## src/rtl/sap_loader_pkg.sv

```systemverilog
// sap_loader_pkg -- shared types and defaults for the SAP program loader.
// Optional readback verify is enabled by defining LOADER_VERIFY_EN; without it
// the VFY_* states are not part of the state type at all.
package sap_loader_pkg;

  localparam int unsigned DEF_ADDR_W = 4;
  localparam int unsigned DEF_DATA_W = 8;
  localparam int unsigned DEF_LENGTH = 16;

  typedef enum logic [3:0] {
    IDLE,
    WAIT_BYTE,
    ADDR_SETUP,
    ADDR_PULSE,
    DATA_SETUP,
    DATA_PULSE,
`ifdef LOADER_VERIFY_EN
    VFY_SETUP,
    VFY_CHECK,
`endif
    DONE
  } state_e;

  // Single-bit control outputs, all registered together in the top.
  typedef struct packed {
    logic in_ready;
    logic bus_drive;
    logic maddr_latch;
    logic ram_latch;
    logic ram_out;
    logic ram_clk_pulse;
    logic busy;
    logic done;
  } ctrl_t;

  // Control values that belong to a given state.
  function automatic ctrl_t decode_ctrl(input state_e s);
    ctrl_t c;
    c      = '0;
    c.busy = (s != IDLE);
    case (s)
      WAIT_BYTE:  c.in_ready = 1'b1;
      ADDR_SETUP: begin
        c.bus_drive   = 1'b1;
        c.maddr_latch = 1'b1;
      end
      ADDR_PULSE: begin
        c.bus_drive     = 1'b1;
        c.maddr_latch   = 1'b1;
        c.ram_clk_pulse = 1'b1;
      end
      DATA_SETUP: begin
        c.bus_drive = 1'b1;
        c.ram_latch = 1'b1;
      end
      DATA_PULSE: begin
        c.bus_drive     = 1'b1;
        c.ram_latch     = 1'b1;
        c.ram_clk_pulse = 1'b1;
      end
`ifdef LOADER_VERIFY_EN
      VFY_SETUP:  c.ram_out = 1'b1;
      VFY_CHECK: begin
        c.ram_out       = 1'b1;
        c.ram_clk_pulse = 1'b1;
      end
`endif
      DONE:       c.done = 1'b1;
      default:    ;
    endcase
    return c;
  endfunction

endpackage

```

## src/rtl/sap_loader_addr_counter.sv

```systemverilog
// sap_loader_addr_counter -- RAM address counter for the program loader.
// Clears to 0, increments on request, and saturates at LENGTH-1 so a run can
// never wrap back over already-written words.
module sap_loader_addr_counter #(
  parameter int ADDR_W = 4,
  parameter int LENGTH = 16
) (
  input  logic              clk,
  input  logic              reset,
  input  logic              clear_i,
  input  logic              incr_i,
  output logic [ADDR_W-1:0] count_o,
  output logic              last_o
);

  localparam logic [ADDR_W-1:0] LAST_ADDR = ADDR_W'(LENGTH - 1);

  logic [ADDR_W-1:0] count_q;
  logic [ADDR_W-1:0] count_d;

  // Next count: clear wins over increment; hold at the terminal value.
  always_comb begin
    // NOTE: default assignment first so every path drives count_d (no latch).
    count_d = count_q;
    if (clear_i) begin
      count_d = '0;
    end else if (incr_i && (count_q != LAST_ADDR)) begin
      count_d = count_q + 1'b1;
    end
  end

  // Count register.
  always_ff @(posedge clk or posedge reset) begin
    if (reset) begin
      count_q <= '0;
    end else begin
      count_q <= count_d;
    end
  end

  assign count_o = count_q;
  assign last_o  = (count_q == LAST_ADDR);

endmodule

```

## src/rtl/sap_program_loader.sv

```systemverilog
// sap_program_loader -- streams LENGTH program bytes into the SAP RAM over the
// W bus while holding the CPU. Each byte: latch address, write data, and with
// LOADER_VERIFY_EN defined, read the word back and flag a mismatch in error.
// All outputs are registered and cleared asynchronously by reset.
module sap_program_loader
  import sap_loader_pkg::*;
#(
  parameter int ADDR_W = DEF_ADDR_W,
  parameter int DATA_W = DEF_DATA_W,
  parameter int LENGTH = DEF_LENGTH
) (
  input  logic              clk,
  input  logic              reset,
  input  logic              start,
  input  logic              in_valid,
  input  logic [DATA_W-1:0] in_data,
  output logic              in_ready,
  output logic              bus_drive,
  output logic [DATA_W-1:0] bus_data,
  input  logic [DATA_W-1:0] bus_in,
  output logic              maddr_latch,
  output logic              ram_latch,
  output logic              ram_out,
  output logic              ram_clk_pulse,
  output logic              cpu_hold,
  output logic              busy,
  output logic              done,
  output logic              error
);

  // The state after which the next address is chosen or the run ends.
`ifdef LOADER_VERIFY_EN
  localparam state_e LAST_WR_STATE = VFY_CHECK;
`else
  localparam state_e LAST_WR_STATE = DATA_PULSE;
`endif

  state_e            state_q;
  state_e            state_d;
  ctrl_t             ctrl_q;
  ctrl_t             ctrl_d;
  logic [DATA_W-1:0] bus_data_q;
  logic [DATA_W-1:0] bus_data_d;
  logic [DATA_W-1:0] byte_q;

  logic              accept;
  logic              addr_clear;
  logic              addr_incr;
  logic              addr_last;
  logic [ADDR_W-1:0] addr;

  assign accept     = (state_q == WAIT_BYTE) && in_valid;
  assign addr_clear = (state_q == IDLE) && start;
  assign addr_incr  = (state_q == LAST_WR_STATE) && !addr_last;

  sap_loader_addr_counter #(
    .ADDR_W (ADDR_W),
    .LENGTH (LENGTH)
  ) u_addr_counter (
    .clk     (clk),
    .reset   (reset),
    .clear_i (addr_clear),
    .incr_i  (addr_incr),
    .count_o (addr),
    .last_o  (addr_last)
  );

  // Next state and the registered control/bus values that go with it.
  always_comb begin
    state_d = state_q;
    case (state_q)
      IDLE:       if (start) state_d = WAIT_BYTE;
      WAIT_BYTE:  if (in_valid) state_d = ADDR_SETUP;
      ADDR_SETUP: state_d = ADDR_PULSE;
      ADDR_PULSE: state_d = DATA_SETUP;
      DATA_SETUP: state_d = DATA_PULSE;
`ifdef LOADER_VERIFY_EN
      DATA_PULSE: state_d = VFY_SETUP;
      VFY_SETUP:  state_d = VFY_CHECK;
      VFY_CHECK:  state_d = addr_last ? DONE : WAIT_BYTE;
`else
      DATA_PULSE: state_d = addr_last ? DONE : WAIT_BYTE;
`endif
      DONE:       state_d = IDLE;
      default:    state_d = IDLE;
    endcase

    ctrl_d = decode_ctrl(state_d);

    // The counter only moves when leaving the last write state, so it is
    // already stable when the address phase is entered.
    bus_data_d = '0;
    if ((state_d == ADDR_SETUP) || (state_d == ADDR_PULSE)) begin
      bus_data_d = DATA_W'(addr);
    end else if ((state_d == DATA_SETUP) || (state_d == DATA_PULSE)) begin
      bus_data_d = byte_q;
    end
  end

  // FSM state, registered outputs and the captured program byte.
  always_ff @(posedge clk or posedge reset) begin
    if (reset) begin
      state_q    <= IDLE;
      ctrl_q     <= '0;
      bus_data_q <= '0;
      byte_q     <= '0;
    end else begin
      // NOTE: non-blocking assignments so every register samples pre-edge values.
      state_q    <= state_d;
      ctrl_q     <= ctrl_d;
      bus_data_q <= bus_data_d;
      if (accept) begin
        byte_q <= in_data;
      end
    end
  end

`ifdef LOADER_VERIFY_EN
  logic error_q;

  // Sticky readback mismatch; cleared only by an accepted start.
  always_ff @(posedge clk or posedge reset) begin
    if (reset) begin
      error_q <= 1'b0;
    end else if (addr_clear) begin
      error_q <= 1'b0;
    end else if ((state_q == VFY_CHECK) && (bus_in != byte_q)) begin
      error_q <= 1'b1;
    end
  end

  assign error   = error_q;
  assign ram_out = ctrl_q.ram_out;
`else
  // Readback path absent: the W-bus input is intentionally ignored.
  logic unused_bus_in;
  logic unused_ram_out;
  assign unused_bus_in  = ^bus_in;
  assign unused_ram_out = ctrl_q.ram_out;
  assign error          = 1'b0;
  assign ram_out        = 1'b0;
`endif

  assign in_ready      = ctrl_q.in_ready;
  assign bus_drive     = ctrl_q.bus_drive;
  assign bus_data      = bus_data_q;
  assign maddr_latch   = ctrl_q.maddr_latch;
  assign ram_latch     = ctrl_q.ram_latch;
  assign ram_clk_pulse = ctrl_q.ram_clk_pulse;
  assign busy          = ctrl_q.busy;
  assign cpu_hold      = ctrl_q.busy;
  assign done          = ctrl_q.done;

endmodule

```

## config.mk

```make
export PLATFORM = sky130hd
export DESIGN_NAME = sap_program_loader
export DESIGN_NICKNAME = d
export VERILOG_FILES = /design/src/rtl/sap_loader_pkg.sv /design/src/rtl/sap_loader_addr_counter.sv /design/src/rtl/sap_program_loader.sv
export SDC_FILE = /design/constraint.sdc
export NUM_CORES = 1
export LEC_CHECK = 0
export CAP_MARGIN = 0
export CORE_UTILIZATION = 45
export CTS_BUF_LIST = sky130_fd_sc_hd__clkbuf_8
export CTS_CLUSTER_SIZE = 25
export DETAILED_ROUTE_END_ITERATION = 16
export GPL_ROUTABILITY_DRIVEN = 0
export GPL_TIMING_DRIVEN = 0
export PLACE_DENSITY = 0.76
export SKIP_LAST_GASP = 1
export SLEW_MARGIN = 20
export SYNTH_ARGS = -nofsm -noshare
export SYNTH_HDL_FRONTEND = slang
export SYNTH_SLANG_ARGS = --single-unit
```

## constraint.sdc

```tcl
create_clock -name clk -period 1.9 [get_ports clk]
set_input_delay 0.38 -clock clk [delete_from_list [all_inputs] [get_ports clk]]
set_output_delay 0.38 -clock clk [all_outputs]
set_load 0.005 [all_outputs]
```

==> flow_summary.toml <==
[yosys]
synth.distinct_cells = 36
ys_seq_elements = 31
synthArstFlopShare_pct = 100.0
synth_area_per_cell_sq_um = 12.83
synth_top_area_share_pct = 59.27
ys_warn_count = 0
synthFlopType = "dfrtp_1"
postSynthCellCount = 102
synthTopCellsByArea = "dfrtp_1 (59%), mux2_1 (6.9%), a22o_1 (2.7%)"
synth_area_leader_cell = "dfrtp_1"
syn_area_sq_mm = 0.001309
seq_area_frac_synth_pct = 59.27
synth_edf_count = 0

[route]
vias = 901
route.detailed.drc = 0
drtIter0Drc = 17
wl_per_cell_microns = 14.28
ant_nets = 0
dr.pass1.iters = 4
routed_wl_microns = 2427
viasPerCell = 5.300

[placed_design]
place.detailed.hpwl_microns = 1730
port_buffers = 27
dpl.cell_count = 162
placed_cell_area_sq_mm = 0.001625

[sta]
clock.fmax_mhz = 591.3
clock_skew_ps = 4.037
finalSetupTns_ps = 0
setup_viol = 0
post-route-min-period_ps = 1691
fin_worst_hold_slack_ps = 475.2
maxSlewViolCount = 0
maxSlewHeadroom_pct = 58.15
rsz0062_at_grt = "no"
post-route-period-util_pct = 89.02
hold_viol_final = 0
worstMarginPinSlew_ps = 626.9

[worst_setup_path]
critPathKind = "input pin to flip-flop"
worst_setup_path_end_kind = "flip-flop"
worstPathRequired_ps = 2050
cp-start-kind = "input pin"
crit_fanout = 8
cp.arrival_ps = 1850

[floorplan]
rows = 19
io_pins = 38
coreArea_sq_mm = 0.002758
die_area_sq_mm = 0.003128
initial_core_util_pct = 47.46
die_h_microns = 55.93
dieWidth_microns = 55.93

[power_and_ir_drop]
power_density_mw_per_mm2 = 892.0
total_power_mw = 1.522
max-vdd-ir-drop_mv = 0.9217
leakagePower_nw = 0.7754

[finish]
drive_gt1_share_pct = 12.95
nets = 159
antenna-diode-count = 0
stdcell_area_sq_mm = 0.001707
fin_cells = 170
syn2layout_area_growth_pct = 30.40

[global_routing]
grt_start_max_net_pins = 32
grt_usage_pct = 17.50
grt_first_pass_wirelength_microns = 4064
gr-total-overflow = 0
grt_pass1_vias = 896
antenna_found_initial = 0

[cts]
cts_resized = 0
clock_tree.root_cell = "clkbuf_8"
clk_path_buf_depth = 2
cts_buffers = 5
post-cts-setup-buffers = 0
cts_hold_buf = 0
path_clk_slew_ps = 60
cts_tree = "done"
clock-sinks = 31
clk_latency_ps = 280
cts.htree.levels = 2

[hold_path]
hp-class = "flip-flop to flip-flop"

[status]
status = "finished, final reports clean"

[run]
max-cap-violations = 0
[report_power, final]
part	internal [mW]	total (mW)	switching (mW)
clock network	0.245	0.471	0.226
registers	0.764	0.810	0.0462
logic	0.136	0.242	0.105
total	1.15	1.52	0.377
[cells by family (layout without fill, tap and decap cells)]
kind of cell	count (synthesis)	count (layout)	share of synthesized area, %
AO/OA/AOI/OAI	20	20	11.95
adder cells (fa/ha/maj)	1	1	0.9559
buffers and inverters	10	45	4.588
flip-flops	31	31	59.27
multiplexers	9	9	7.648
other	1	3	0.2865
AND/OR/NAND/NOR	30	30	15.30
[flip-flops by register name (all words and copies together) (netlist names), 4 cells and up]
signal / count
u_addr_counter.count_o: 4
byte_q: 8
state_q: 4
bus_data: 8
[path summary, 6_finish.rpt]
kind	to	from	depth (start not counted)	slack (ps)
max	byte_q[2]	in_valid	4	210
min	bus_data[6]	byte_q[6]	1	480
max reg2reg	byte_q[2]	state_q[1]	4	220
min reg2reg	bus_data[6]	byte_q[6]	1	480
max in group asynchronous	bus_data[6]	reset	2	990
min in group asynchronous	ram_latch	reset	2	500
[layout make-up]
type | count | area, sq um
fill | 231 | 1051
sequential | 31 | 775.7
multi-input combinational | 63 | 480.5
clock inverter | 3 | 12.51
buffer | 7 | 48.80
inverter | 3 | 11.26
timing repair buffer | 27 | 270.3
tap | 31 | 38.79
clock buffer | 5 | 68.82
[synthesized netlist by cell type (all sizes together) (2+ instances only)]
master and n:
and2 4, buf 7, and3 2, o21ai 3
inv 3, nand3 3, or2 3, mux2 8
or3b 2, dfrtp 31, a221oi 2, a21oi 6
or3 2, nor3 3, nand3b 2, nor2 4
a22o 4
[stage by stage]
stage	setup WS [ps]	utilization, %
2_1_floorplan	385.6	-
3_3_place_gp	-7.732	58.94
6_report	208.7	61.89
5_1_grt	154.2	61.89
4_1_cts	214.2	61.89
3_5_place_dp	-78.35	58.94
[layout by cell type (no fill, tap or decap), drive strengths merged]
| master | instances |
|---|---|
| conb | 3 |
| mux2 | 8 |
| a211o | 1 |
| dfrtp | 31 |
| nor3 | 3 |
| mux2i | 1 |
| a31o | 1 |
| o21ai | 3 |
| or2 | 3 |
| nand2 | 1 |
| clkdlybuf4s50 | 27 |
| and2 | 4 |
| inv | 5 |
| a221oi | 2 |
| nor2 | 4 |
| and3 | 2 |
| a22oi | 1 |
| or3b | 2 |
| ha | 1 |
| and4bb | 1 |
| nand3 | 3 |
| nand2b | 1 |
| a22o | 4 |
| a21boi | 1 |
| nand3b | 2 |
| clkbuf | 5 |
| and4 | 1 |
| clkinv | 1 |
| a21oi | 6 |
| nand4bb | 1 |
| or3 | 2 |
| buf | 7 |
| a2bb2oi | 1 |
[critical path: stages]
cell             delay [ps]
clkdlybuf4s50_1         490
nand3b_1                170
nor3_4                  420
mux2_1                  380
[metal layers]
| layer | global-route usage (%) | part of all wire (%) | up-vias |
|---|---|---|---|
| met3 | 5.349 | 4.3 | 9 |
| met5 | 0 | 0 | - |
| met2 | 28.23 | 52 | 22 |
| li1 | - | - | 428 |
| met1 | 19.94 | 41 | 442 |
| met4 | 11.85 | 2.6 | 0 |
No activity file was read; power rests on OpenSTA's default activity.
